--- config.mk ---
export PLATFORM = sky130hd
export DESIGN_NAME = uc_pila
export DESIGN_NICKNAME = d
export VERILOG_FILES = /design/src/rtl/uc_pila.sv
export SDC_FILE = /design/constraint.sdc
export NUM_CORES = 1
export LEC_CHECK = 0
export CORE_MARGIN = 4
export CORE_UTILIZATION = 30
export DETAILED_ROUTE_END_ITERATION = 7
export HOLD_SLACK_MARGIN = 0.02
export PLACE_DENSITY = 0.58
export SLEW_MARGIN = 20
export SYNTH_ARGS = -nofsm -noshare
export SYNTH_HDL_FRONTEND = slang
export SYNTH_SLANG_ARGS = --single-unit
export TNS_END_PERCENT = 100
--- constraint.sdc ---
create_clock -name clk -period 2.9 [get_ports clk]
set_clock_uncertainty 0.15 [all_clocks]
set_input_delay 0.58 -clock clk [delete_from_list [all_inputs] [get_ports clk]]
set_output_delay 0.58 -clock clk [all_outputs]
set_load 0.01 [all_outputs]
--- src/rtl/uc_pila.sv ---
// uc_pila: control unit with a hardware return-address stack.
// Decodes the 6-bit opcode into datapath controls (combinational, no added
// latency) and manages call/ret through an internal LIFO of PC values.
// A stack overflow (call on full stack) or underflow (ret on empty stack)
// sets a sticky error flag and parks the unit in HALT until reset.
//
// Ports:
//   clk, reset      clock; asynchronous active-high reset
//   opcode[5:0]     instruction bits [15:10]
//   z               zero flag
//   pc_next         PC+1, pushed as the return address on call
//   s_inc           1: next PC = PC+1, 0: next PC = jump target
//   s_inm           selects immediate as register-file write data
//   we3, wez        register-file / zero-flag write enables
//   op_alu[2:0]     ALU operation select
//   s_ret           1: next PC = ret_addr (overrides s_inc)
//   ret_addr        top-of-stack value (0 when stack empty)
//   pc_we           PC load enable
//   stack_ovf/unf   sticky stack error flags
//   sp              current stack occupancy
module uc_pila #(
  parameter int unsigned PC_WIDTH    = 10,
  parameter int unsigned STACK_DEPTH = 8
) (
  input  logic                           clk,
  input  logic                           reset,
  input  logic [5:0]                     opcode,
  input  logic                           z,
  input  logic [PC_WIDTH-1:0]            pc_next,
  output logic                           s_inc,
  output logic                           s_inm,
  output logic                           we3,
  output logic                           wez,
  output logic [2:0]                     op_alu,
  output logic                           s_ret,
  output logic [PC_WIDTH-1:0]            ret_addr,
  output logic                           pc_we,
  output logic                           stack_ovf,
  output logic                           stack_unf,
  output logic [$clog2(STACK_DEPTH):0]   sp
);

  localparam int unsigned AW  = $clog2(STACK_DEPTH);
  localparam int unsigned SPW = AW + 1;

  typedef enum logic {RUN, HALT} state_t;

  state_t               state, state_nxt;
  logic [SPW-1:0]       sp_nxt;
  logic                 ovf_nxt, unf_nxt;
  logic [PC_WIDTH-1:0]  stack [STACK_DEPTH];
  logic [AW-1:0]        top_idx;

  logic is_alu, is_li, is_j, is_jz, is_jnz, is_call, is_ret;
  logic full, empty, ovf_evt, unf_evt, push, pop;

  // Opcode classes
  assign is_alu  = opcode[5];
  assign is_li   = (opcode[5:2] == 4'b0100);
  assign is_j    = (opcode == 6'b000100);
  assign is_jz   = (opcode == 6'b000010);
  assign is_jnz  = (opcode == 6'b000001);
  assign is_call = (opcode == 6'b000011);
  assign is_ret  = (opcode == 6'b000101);

  assign full  = (sp == SPW'(STACK_DEPTH));
  assign empty = (sp == '0);

  assign ovf_evt = (state == RUN) && is_call && full;
  assign unf_evt = (state == RUN) && is_ret && empty;
  assign push    = (state == RUN) && is_call && !full;
  assign pop     = (state == RUN) && is_ret && !empty;

  // Low bits of sp minus one; when sp==STACK_DEPTH the low bits are zero so
  // this wraps to STACK_DEPTH-1, which is exactly the top entry.
  assign top_idx  = sp[AW-1:0] - AW'(1);
  assign ret_addr = empty ? '0 : stack[top_idx];

  // Decode and next-state
  always_comb begin
    s_inc     = 1'b1;
    s_inm     = 1'b0;
    we3       = 1'b0;
    wez       = 1'b0;
    op_alu    = 3'b000;
    s_ret     = 1'b0;
    pc_we     = 1'b0;
    state_nxt = state;
    sp_nxt    = sp;
    ovf_nxt   = stack_ovf;
    unf_nxt   = stack_unf;

    if (state == RUN) begin
      pc_we = !(ovf_evt || unf_evt);
      if (is_alu) begin
        we3    = 1'b1;
        wez    = 1'b1;
        op_alu = opcode[4:2];
      end
      if (is_li) begin
        s_inm = 1'b1;
        we3   = 1'b1;
      end
      if (is_j || is_call || (is_jz && z) || (is_jnz && !z))
        s_inc = 1'b0;
      if (pop)
        s_ret = 1'b1;

      if (push)
        sp_nxt = sp + SPW'(1);
      else if (pop)
        sp_nxt = sp - SPW'(1);

      if (ovf_evt) begin
        ovf_nxt   = 1'b1;
        state_nxt = HALT;
      end
      if (unf_evt) begin
        unf_nxt   = 1'b1;
        state_nxt = HALT;
      end
    end
  end

  always_ff @(posedge clk or posedge reset) begin
    if (reset) begin
      state     <= RUN;
      sp        <= '0;
      stack_ovf <= 1'b0;
      stack_unf <= 1'b0;
    end else begin
      state     <= state_nxt;
      sp        <= sp_nxt;
      stack_ovf <= ovf_nxt;
      stack_unf <= unf_nxt;
    end
  end

  // Stack storage is not reset; the push is suppressed while reset is held
  // so a call overlapping reset leaves no trace.
  always_ff @(posedge clk) begin
    if (push && !reset)
      stack[sp[AW-1:0]] <= pc_next;
  end

endmodule

==> impl_metrics.toml <==
[sta]
tightest_slew_ns = 0.324
rsz0062_at_grt = "false"
period_minus_slack_ns = 2.81
slew_headroom = 0.784
setup_viol = 0
drv_slew = 0
finalHoldViolations = 0
fin_ws_ns = 0.0863
final.period_utilization = 0.970
fmax_mhz = 355

[synthesis]
yosys-top-cells-area = "edfxtp_1 (64%), mux4_2 (12%), dfrtp_1 (4.6%)"
yosysTopAreaCellShare = 0.636
synth.distinct_cells = 48
ys.flop_type = "edfxtp_1"
ys_seq_area_frac = 0.682
synth_edf_count = 80
synth_area_um2 = 3780
synth_cells = 222
yosys_warnings = 0
avgSynthCellArea_um2 = 17.0
synth.largest_area_cell = "edfxtp_1"
synth_seq_cells = 87
synth_nets = 245
synthArstFlopShare = 0.0805

[floorplan]
design.die.area_um2 = 14500
start_util = 0.311
coreArea_um2 = 12200
die_x_um = 120
die_height_um = 120
rows = 40
io_pins = 44

[min_path]
hold_class = "reg2reg"
hold_end = "stack_unf"
hp-start = "stack_unf"
holdPathStages = 1

[power]
ir_worst_vdd_v = 0.000348
power_density_nw_per_um2 = 827
leakagePower_nw = 1.85
total_power_mw = 4.17

[detailed_routing]
first_pass_iters = 5
drt_iter0_markers = 152
drt-vias-per-instance = 4.67
wl_per_cell_um = 17.3
drcViolationCount = 0
ant_nets = 0
routed_wl_mm = 8.33
vias = 2249

[global_routing]
antenna_found_initial = 0
grt_remaining_overflow = 0
grt_pass1_vias = 2306
grt_usage = 0.124
grt_max_degree = 14
grt_pass1_wl_mm = 13.6

[critical_path]
cp-start-kind = "primary input"
regToRegEndpoint = "sp[3]"
cp.required_ns = 2.17
crit_chain = "clkdlybuf4s50_1, nor3_4, buf_4, buf_4, nand3b_1, clkdlybuf4s50_1"
slowest_delay_ns = 0.48
cp_max_fo = 4
endpoint_kind = "output pin"
regToRegSetupSlack_ns = 0.42
arrival_ns = 2.08
r2r-start = "sp[0]"
reg2reg_depth = 9
cp_slowest_cell = "clkdlybuf4s50_1"
crit_type = "in2out"

[placement]
routabilityCongestion = 0.717
post-place-ws_ns = -0.133
placedCellCount = 460
dp.final_hpwl_mm = 5.50
io_buffer_count = 43

[layout]
fin_util = 0.414
drive_gt1_frac = 0.299
fillers = 1128
fin_nets = 333
n_antenna_cell = 0
area_growth_pct = 33.3
register_area_um2 = 2580
layout.cells.non_filler = 482
multi_input_area_um2 = 1160

[clock_network]
cts_root_buffer = "clkbuf_16"
worstSkewPairLatency_ns = 0.33
clockBufferDepth = 2
h-tree-depth = 3
cts_tree = "yes"
cts_made_buffers = 9
holdBufCountCts = 0
cts_sinks = 87
clk_pin_slew_ns = 0.06

[status]
status = "completed"

[job]
maxCapViolations = 0
==> area by class of cell <==
| type | instances | area share |
|---|---|---|
| clock buffer | 10 | 0.0454 |
| clock inverter | 5 | 0.00993 |
| inverter | 4 | 0.00348 |
| multi-input combinational | 121 | 0.230 |
| sequential | 87 | 0.512 |
| tap | 168 | 0.0417 |
| timing repair buffer | 87 | 0.158 |
==> cell families (layout without fill, tap and decap cells) <==
family / Yosys count / in the layout / synth area share
flops: 87 / 87 / 0.682
simple gates: 56 / 56 / 0.0917
compound gates: 34 / 34 / 0.0536
mux: 24 / 24 / 0.132
buf+inv: 14 / 106 / 0.0189
fa+ha+maj: 4 / 4 / 0.0152
xor+xnor: 3 / 3 / 0.00695
==> synthesized netlist by cell type, types with 2 or more instances <==
library cell and number:
inv_1 3, nand3b_1 2, nand2b_1 2, and2_1 5
mux4_2 20, nor4_1 2, a21oi_1 4, nand3_1 3
edfxtp_1 80, xor2_1 2, buf_4 2, clkbuf_1 3
o21ai_0 17, o21ai_1 3, a21o_1 2, ha_1 3
or3_1 2, nor2b_1 4, a22oi_1 2, nand2_1 13
nor2_1 12, dfrtp_1 7, mux2_1 2, buf_2 3
==> where the power goes <==
| part | leakage, nW | internal (mW) | switching, mW |
|---|---|---|---|
| clock network | 0.135 | 0.655 | 0.425 |
| registers | 0.810 | 1.41 | 0.0404 |
| logic | 0.905 | 0.873 | 0.768 |
| total | 1.85 | 2.94 | 1.23 |
==> how the worst max path moves through the flow <==
stage	cells past startpoint	to	startpoint
2_1_floorplan	10	sp[3]	sp[0]
3_3_place_gp	5	pc_we	opcode[3]
3_5_place_dp	5	pc_we	opcode[3]
4_1_cts	5	s_ret	opcode[4]
5_1_grt	6	s_inc	opcode[5]
6_report	6	s_inc	opcode[5]
==> registers in the layout (all words and copies together) (netlist names) <==
name	flops
state	1
stack	80
sp	4
stack_ovf	1
stack_unf	1
==> per-stage QoR <==
stage / cell area (µm²) / hold slack, ns / TNS (ns)
final: 5040 / 0.320 / 0
after global routing: 5040 / 0.349 / 0
after CTS: 5030 / 0.328 / 0
after detailed placement: 4670 / 0.309 / -0.269
after floorplan: 3790 / 0.250 / 0
after global placement: 4670 / 0.295 / -0.201
==> layer usage <==
layer  up-vias  share of wire  track usage
met4         0         0.0066       0.0297
met5         -              0            0
met2        42           0.48        0.192
met1      1152           0.49        0.175
met3         6          0.031       0.0323
li1       1049              -            -
==> cell usage in the layout (no fill, tap or decap), types with 3 or more instances in the layout <==
cell,Yosys,layout
a21oi_1,4,4
and2_1,5,5
buf_12,0,3
buf_4,2,40
clkbuf_16,0,9
clkdlybuf4s50_1,0,28
clkinv_1,0,3
dfrtp_1,7,6
dlygate4sd2_1,0,12
dlymetal6s2s_1,0,3
edfxtp_1,80,80
inv_1,3,3
mux4_2,20,20
nand2_1,13,13
nand3_1,3,3
nor2_1,12,12
o21ai_0,17,17
==> critical path: cells and delay by family <==
kind / cells / cell delay [ns]
buffers and inverters: 4 / 1.19
and+or+nand+nor: 2 / 0.30
==> what timing repair did <==
action,CTS,global route
resized for setup,17,6
buffers inserted,4,3
cloned,1,0
pin swaps,1,1
setup endpoints to repair,13,10
No activity file was read; power rests on OpenSTA's default activity.
